<file path="config.mk">
export PLATFORM = sky130hd
export DESIGN_NAME = mul_rr_arbiter_flat
export DESIGN_NICKNAME = d
export VERILOG_FILES = /design/src/rtl/mul_rr_arbiter_if.sv /design/src/rtl/mul_rr_arbiter.sv /design/src/flat_wrapper.sv
export SDC_FILE = /design/constraint.sdc
export NUM_CORES = 1
export LEC_CHECK = 0
export CAP_MARGIN = 20
export CORE_MARGIN = 2
export CORE_UTILIZATION = 41
export CTS_CLUSTER_DIAMETER = 50
export DETAILED_ROUTE_END_ITERATION = 6
export GPL_TIMING_DRIVEN = 0
export PLACE_DENSITY = 0.89
export SLEW_MARGIN = 20
export SYNTH_ARGS = -nofsm -noshare
export SYNTH_HDL_FRONTEND = slang
export SYNTH_SLANG_ARGS = --single-unit
</file>
<file path="constraint.sdc">
create_clock -name clk -period 1.91 [get_ports clk]
set_input_delay 0.2865 -clock clk [delete_from_list [all_inputs] [get_ports clk]]
set_output_delay 0.2865 -clock clk [all_outputs]
set_load 0.1 [all_outputs]
</file>
<file path="src/rtl/mul_rr_arbiter_if.sv">
// Requester and multiplier-datapath signals shared by mul_rr_arbiter.
// slave: arbiter view; master: requester/datapath view.
interface mul_rr_arbiter_if #(
  parameter int N = 4,
  parameter int W = 16
);
  localparam int IW = (N > 1) ? $clog2(N) : 1;

  logic [N-1:0]   req;
  logic [N*W-1:0] op_a_bus;
  logic [N*W-1:0] op_b_bus;
  logic [N-1:0]   ack;
  logic [W-1:0]   result;
  logic           busy;
  logic [IW-1:0]  grant_id;
  logic [W-1:0]   dp_data_in;
  logic           dp_ldA;
  logic           dp_ldB;
  logic           dp_ldP;
  logic           dp_clrP;
  logic           dp_decB;
  logic           dp_eqz;
  logic [W-1:0]   dp_product;

  modport slave (
    input  req, op_a_bus, op_b_bus, dp_eqz, dp_product,
    output ack, result, busy, grant_id,
           dp_data_in, dp_ldA, dp_ldB, dp_ldP, dp_clrP, dp_decB
  );

  modport master (
    output req, op_a_bus, op_b_bus, dp_eqz, dp_product,
    input  ack, result, busy, grant_id,
           dp_data_in, dp_ldA, dp_ldB, dp_ldP, dp_clrP, dp_decB
  );
endinterface

</file>
<file path="src/rtl/mul_rr_arbiter.sv">
// Round-robin arbiter sequencing a shared repeated-addition multiplier datapath.
// Optional MUL_OPERAND_SWAP_EN: put min(A,B) in the datapath counter to shorten latency.
module mul_rr_arbiter #(
  parameter int N = 4,
  parameter int W = 16
) (
  input logic              clk,
  input logic              rst_n,
  mul_rr_arbiter_if.slave  bus
);
  localparam int IW = (N > 1) ? $clog2(N) : 1;

  typedef enum logic [2:0] {IDLE, LOAD_A, LOAD_B, CALC, DONE} state_t;

  state_t        state_q, state_d;
  logic [IW-1:0] ptr_q, ptr_d;
  logic [IW-1:0] grant_q, grant_d;
  logic [W-1:0]  a_q, a_d, b_q, b_d;
  logic [W-1:0]  res_q, res_d;
  logic [N-1:0]  ack_q, ack_d;

  logic [IW-1:0] win;
  logic          win_vld;
  logic [IW:0]   idx_w;
  logic [W-1:0]  sel_a, sel_b;

  // First set request searching upward from the pointer, wrapping at N.
  always_comb begin
    win     = '0;
    win_vld = 1'b0;
    idx_w   = '0;
    for (int unsigned k = 0; k < N; k++) begin
      idx_w = {1'b0, ptr_q} + (IW+1)'(k);
      if (idx_w >= (IW+1)'(N)) idx_w = idx_w - (IW+1)'(N);
      if (!win_vld && bus.req[idx_w[IW-1:0]]) begin
        win_vld = 1'b1;
        win     = idx_w[IW-1:0];
      end
    end
  end

  always_comb begin
    sel_a = '0;
    sel_b = '0;
    for (int unsigned k = 0; k < N; k++) begin
      if (win == IW'(k)) begin
        sel_a = bus.op_a_bus[k*W +: W];
        sel_b = bus.op_b_bus[k*W +: W];
      end
    end
  end

  always_comb begin
    state_d        = state_q;
    ptr_d          = ptr_q;
    grant_d        = grant_q;
    a_d            = a_q;
    b_d            = b_q;
    res_d          = res_q;
    ack_d          = '0;
    bus.dp_data_in = '0;
    bus.dp_ldA     = 1'b0;
    bus.dp_ldB     = 1'b0;
    bus.dp_ldP     = 1'b0;
    bus.dp_clrP    = 1'b0;
    bus.dp_decB    = 1'b0;
    case (state_q)
      IDLE: begin
        if (win_vld) begin
          grant_d = win;
          a_d     = sel_a;
          b_d     = sel_b;
`ifdef MUL_OPERAND_SWAP_EN
          if (sel_b > sel_a) begin
            a_d = sel_b;
            b_d = sel_a;
          end
`endif
          state_d = LOAD_A;
        end
      end
      LOAD_A: begin
        bus.dp_data_in = a_q;
        bus.dp_ldA     = 1'b1;
        state_d        = LOAD_B;
      end
      LOAD_B: begin
        bus.dp_data_in = b_q;
        bus.dp_ldB     = 1'b1;
        bus.dp_clrP    = 1'b1;
        state_d        = CALC;
      end
      CALC: begin
        if (!bus.dp_eqz) begin
          bus.dp_ldP  = 1'b1;
          bus.dp_decB = 1'b1;
        end else begin
          res_d   = bus.dp_product;
          ack_d   = N'(1) << grant_q;
          state_d = DONE;
        end
      end
      DONE: begin
        ptr_d   = (grant_q == IW'(N-1)) ? '0 : grant_q + 1'b1;
        state_d = IDLE;
      end
      default: state_d = IDLE;
    endcase
  end

  always_ff @(posedge clk or negedge rst_n) begin
    if (!rst_n) begin
      state_q <= IDLE;
      ptr_q   <= '0;
      grant_q <= '0;
      a_q     <= '0;
      b_q     <= '0;
      res_q   <= '0;
      ack_q   <= '0;
    end else begin
      state_q <= state_d;
      ptr_q   <= ptr_d;
      grant_q <= grant_d;
      a_q     <= a_d;
      b_q     <= b_d;
      res_q   <= res_d;
      ack_q   <= ack_d;
    end
  end

  always_comb begin
    bus.ack      = ack_q;
    bus.result   = res_q;
    bus.busy     = (state_q != IDLE);
    bus.grant_id = grant_q;
  end
endmodule

</file>
<file path="src/flat_wrapper.sv">
// flat-port wrapper written by rule: the top's interface ports become plain ports
module mul_rr_arbiter_flat 
#(
  parameter int N = 4,
  parameter int W = 16
)
  (clk, rst_n, bus_req, bus_op_a_bus, bus_op_b_bus, bus_dp_eqz, bus_dp_product, bus_ack, bus_result, bus_busy, bus_grant_id, bus_dp_data_in, bus_dp_ldA, bus_dp_ldB, bus_dp_ldP, bus_dp_clrP, bus_dp_decB);
  mul_rr_arbiter_if #(.N(N), .W(W)) bus_i ();
  input logic clk;
  input logic rst_n;
  input wire logic [$bits(bus_i.req)-1:0] bus_req;
  input wire logic [$bits(bus_i.op_a_bus)-1:0] bus_op_a_bus;
  input wire logic [$bits(bus_i.op_b_bus)-1:0] bus_op_b_bus;
  input wire logic [$bits(bus_i.dp_eqz)-1:0] bus_dp_eqz;
  input wire logic [$bits(bus_i.dp_product)-1:0] bus_dp_product;
  output wire logic [$bits(bus_i.ack)-1:0] bus_ack;
  output wire logic [$bits(bus_i.result)-1:0] bus_result;
  output wire logic [$bits(bus_i.busy)-1:0] bus_busy;
  output wire logic [$bits(bus_i.grant_id)-1:0] bus_grant_id;
  output wire logic [$bits(bus_i.dp_data_in)-1:0] bus_dp_data_in;
  output wire logic [$bits(bus_i.dp_ldA)-1:0] bus_dp_ldA;
  output wire logic [$bits(bus_i.dp_ldB)-1:0] bus_dp_ldB;
  output wire logic [$bits(bus_i.dp_ldP)-1:0] bus_dp_ldP;
  output wire logic [$bits(bus_i.dp_clrP)-1:0] bus_dp_clrP;
  output wire logic [$bits(bus_i.dp_decB)-1:0] bus_dp_decB;
  assign bus_i.req = bus_req;
  assign bus_i.op_a_bus = bus_op_a_bus;
  assign bus_i.op_b_bus = bus_op_b_bus;
  assign bus_i.dp_eqz = bus_dp_eqz;
  assign bus_i.dp_product = bus_dp_product;
  assign bus_ack = bus_i.ack;
  assign bus_result = bus_i.result;
  assign bus_busy = bus_i.busy;
  assign bus_grant_id = bus_i.grant_id;
  assign bus_dp_data_in = bus_i.dp_data_in;
  assign bus_dp_ldA = bus_i.dp_ldA;
  assign bus_dp_ldB = bus_i.dp_ldB;
  assign bus_dp_ldP = bus_i.dp_ldP;
  assign bus_dp_clrP = bus_i.dp_clrP;
  assign bus_dp_decB = bus_i.dp_decB;
  mul_rr_arbiter #(.N(N), .W(W)) u_core (.clk(clk), .rst_n(rst_n), .bus(bus_i));
endmodule
</file>
==> results of run 1 <==
-- state kept, by name (all words and copies together) (netlist names) --
register / cells
u_core.bus.result: 16
u_core.state_q: 3
u_core.b_q: 16
u_core.bus.grant_id: 2
u_core.a_q: 16
u_core.bus.ack: 4
u_core.ptr_q: 2
-- path summary, 6_finish.rpt --
kind,start,end,slack (ps),depth (start not counted)
max,u_core.state_q[2]$_DFFE_PN0P_,bus_dp_data_in[14],-90,5
min,rst_n,u_core.b_q[0]$_DFFE_PN0P_,390,2
max reg2reg,u_core.state_q[2]$_DFFE_PN0P_,u_core.a_q[12]$_DFFE_PN0P_,-50,7
min reg2reg,u_core.bus.result[9]$_DFFE_PN0P_,u_core.bus.result[9]$_DFFE_PN0P_,480,2
max in group asynchronous,rst_n,u_core.state_q[0]$_DFFE_PN0P_,1000,3
min in group clk,bus_dp_product[9],u_core.bus.result[9]$_DFFE_PN0P_,470,3
-- worst max-delay path: stages (launching register included) --
cell and delay [ps]:
dfrtp_2 450, nand2b_4 180, nor2_4 200, clkbuf_8 210
a22o_4 150, buf_12 170
-- power by group through the flow --
stage | clock [W] | sequential (W) | combinational [W]
after floorplan | 0 | 0.00356 | 0.00478
after global placement | 0 | 0.00231 | 0.00782
after detailed placement | 0 | 0.00234 | 0.00797
after CTS | 0.00123 | 0.00236 | 0.00898
after global routing | 0.00129 | 0.00244 | 0.00974
final | 0.00123 | 0.00239 | 0.00935
-- layer usage --
layer | vias up | global-route usage
met4 | 0 | 0.0954
met1 | 2161 | 0.365
met5 | - | 0
met2 | 233 | 0.522
met3 | 32 | 0.0506
li1 | 2003 | -
-- placed cells by master, fill, tap and decap left out, types with 4 or more instances in the layout --
cell type / count
buf_2: 15
a211o_1: 32
dfrtp_2: 4
nand2_2: 22
a22o_4: 15
buf_6: 16
buf_8: 4
o211ai_2: 30
clkbuf_2: 6
nand4_1: 32
inv_1: 4
buf_12: 27
and2_1: 4
buf_4: 12
o31ai_1: 33
mux2i_1: 30
dfrtp_1: 55
ha_1: 4
clkbuf_8: 12
nand2_1: 63
dlygate4sd2_1: 20
clkdlybuf4s50_1: 148
clkbuf_4: 4
-- area by class of cell --
type                            instances  area, um2  share of cell area
Clock inverter                          5       60.1             0.00834
Inverter                                4       15.0             0.00208
Multi-Input combinational cell        301       2470               0.343
Timing Repair Buffer                  220       2450               0.340
Tap cell                              129        161              0.0224
Buffer                                 43        414              0.0575
Sequential cell                        59       1480               0.206
Clock buffer                           11        151              0.0210
-- per-stage QoR --
stage / setup slack, ps / power (W) / instances / util
floorplan: -136 / 0.00834 / 410 / -
global placement: -1510 / 0.0101 / 732 / 0.676
detailed placement: -1190 / 0.0103 / 733 / 0.678
global route: -131 / 0.0135 / 772 / 0.772
CTS: -148 / 0.0126 / 766 / 0.754
finish: -92.9 / 0.0130 / 772 / 0.772
-- logic make-up after synthesis --
logic type               share of synthesized area
AND/OR/NAND/NOR                              0.174
AO/OA/AOI/OAI                                0.280
flip-flops                                   0.371
buffers and inverters                       0.0724
multiplexers                                0.0897
adder cells (fa/ha/maj)                     0.0126
-- timing repair --
item / 4_1_cts / 5_1_grt
resized for setup: 243 / 33
endpoints found under the setup margin: 74 / 64
hold endpoints to repair: 23 / 0
hold buffers: 1 / 0
buffers inserted: 14 / 6
gates cloned: 4 / 2
pin swaps: 17 / 19
==> impl_metrics.json, run 1 <==
{
  "tritoncts": "done",
  "worst-slew-pin-transition_ps": 1020,
  "outcome": "finished, violations left",
  "timing.max_cap.violations": 0,
  "dieArea_um2": 10500,
  "initial_antenna_violation_count": 0,
  "routed.top_layer": "met4",
  "cts.root.buffer_cell": "clkbuf_8",
  "grt_overflow": 0,
  "initial_utilization": 0.426,
  "viasPerCell": 5.74,
  "maxSlewHeadroom": 0.326,
  "syn-num-nets": 565,
  "rows": 35,
  "synth.yosys.warnings": 0,
  "setup_tns_ps": -1700,
  "first_global_vias": 4566,
  "synthesis.area_per_instance_um2": 9.70,
  "post-synth-top-area-cell": "dfrtp_1",
  "wire_per_inst_um": 20.3,
  "yosys.cell_count.top_type": "nand2_1",
  "swShare": 0.531,
  "synthTopCellsByArea": "dfrtp_1 37%, o211ai_2 9.4%, mux2i_1 8.1%, nand2_1 8.0%, a211o_1 7.0%",
  "p_clk_frac": 0.095,
  "grt_pass1_wl_um": 23500,
  "syn_inst": 410,
  "maxSlewViolCount": 0,
  "p_leak_nw": 3.23,
  "sort_of_element_at_the_end_of_the_critical_path": "output port",
  "placed_cell_area_um2": 6320,
  "synth_flop_cell": "dfrtp_1",
  "switchingPower_w": 0.00690,
  "worstSetupPathType": "reg2out",
  "final_period_minus_worst_setup_slack_ps": 2000,
  "route.antenna.remaining_nets": 0,
  "critical_path_launch_point_type": "register",
  "worst_path_clk_slew_ps": 80,
  "via_count": 4429,
  "synth.cell_area_um2": 3980,
  "met3WireLength_um": 1140,
  "worst-endpoint-arrival_ps": 1720,
  "finalInstanceArea_um2": 7200,
  "yosysTopAreaCellShare": 0.371,
  "drive_gt1_frac": 0.313,
  "grt_start_max_net_pins": 37,
  "die-height_um": 102,
  "clock-skew-final_ps": 7.68,
  "period_share": 1.05,
  "power.density_nw_per_um2": 1800,
  "cts_max_level": 3,
  "power.ir.vdd_worst_uv": 1290,
  "ys_top_cells_by_count": "85 x nand2_1, 59 x dfrtp_1, 33 x o31ai_1",
  "report.final.setup_viol": 45,
  "nNetsFinal": 793,
  "finalWirelength_um": 15600,
  "layout_filler_cell_count": 617,
  "fmax_mhz": 499,
  "drtIter0Drc": 233,
  "route.met2.wl_um": 7960,
  "timing.final.ws_setup_ps": -92.9,
  "antenna_diode_count": 0,
  "cts.sinks": 59,
  "m1WireLength_um": 6180,
  "worst_hold_path_type": "in2async",
  "place_congestion": 0.842,
  "synth_edf_count": 0,
  "syn2layout_area_growth_pct": 81.2,
  "die_x_um": 102,
  "synth_cell_type_count": 38,
  "tritoncts.num_buffers": 9,
  "power.share.combinational": 0.721,
  "dpl.hpwl_um": 10800,
  "worst_hold_check_slack_ps": 395,
  "insertion_delay_ps": 340,
  "floorplan.io_pins": 195,
  "ys_seq_area_frac": 0.371,
  "placeableCoreArea_um2": 9330,
  "worst-path-max-fanout": 5,
  "power.sequential.fraction": 0.184,
  "unrepaired_setup_endpoints_after_global_routing": "true",
  "yosys_register_bits": 59,
  "finalHoldViolations": 0,
  "failed_checks": "setup timing",
  "grt_use_total": 0.295,
  "power_report.internal_total_w": 0.00608,
  "asyncSetResetFlopFracSynth": 1.00,
  "drt_pass1_iterations": 5,
  "i_o_buffers": 193,
  "detail_route.drc_violations": 0,
  "crit_required_ps": 1620,
  "cts-root-to-sink-buffers": 2
}
(Power assumes the default switching activity.)
==> run 2: changes to the inputs <==
--- a/config.mk
+++ b/config.mk
@@ -9,6 +9,7 @@
 export CORE_MARGIN = 2
 export CORE_UTILIZATION = 41
 export CTS_CLUSTER_DIAMETER = 50
+export CTS_CLUSTER_SIZE = 16
 export DETAILED_ROUTE_END_ITERATION = 6
 export GPL_TIMING_DRIVEN = 0
 export PLACE_DENSITY = 0.89
==> results of run 2 <==
Final layout, timing and power as in run 1 (identical DEF).
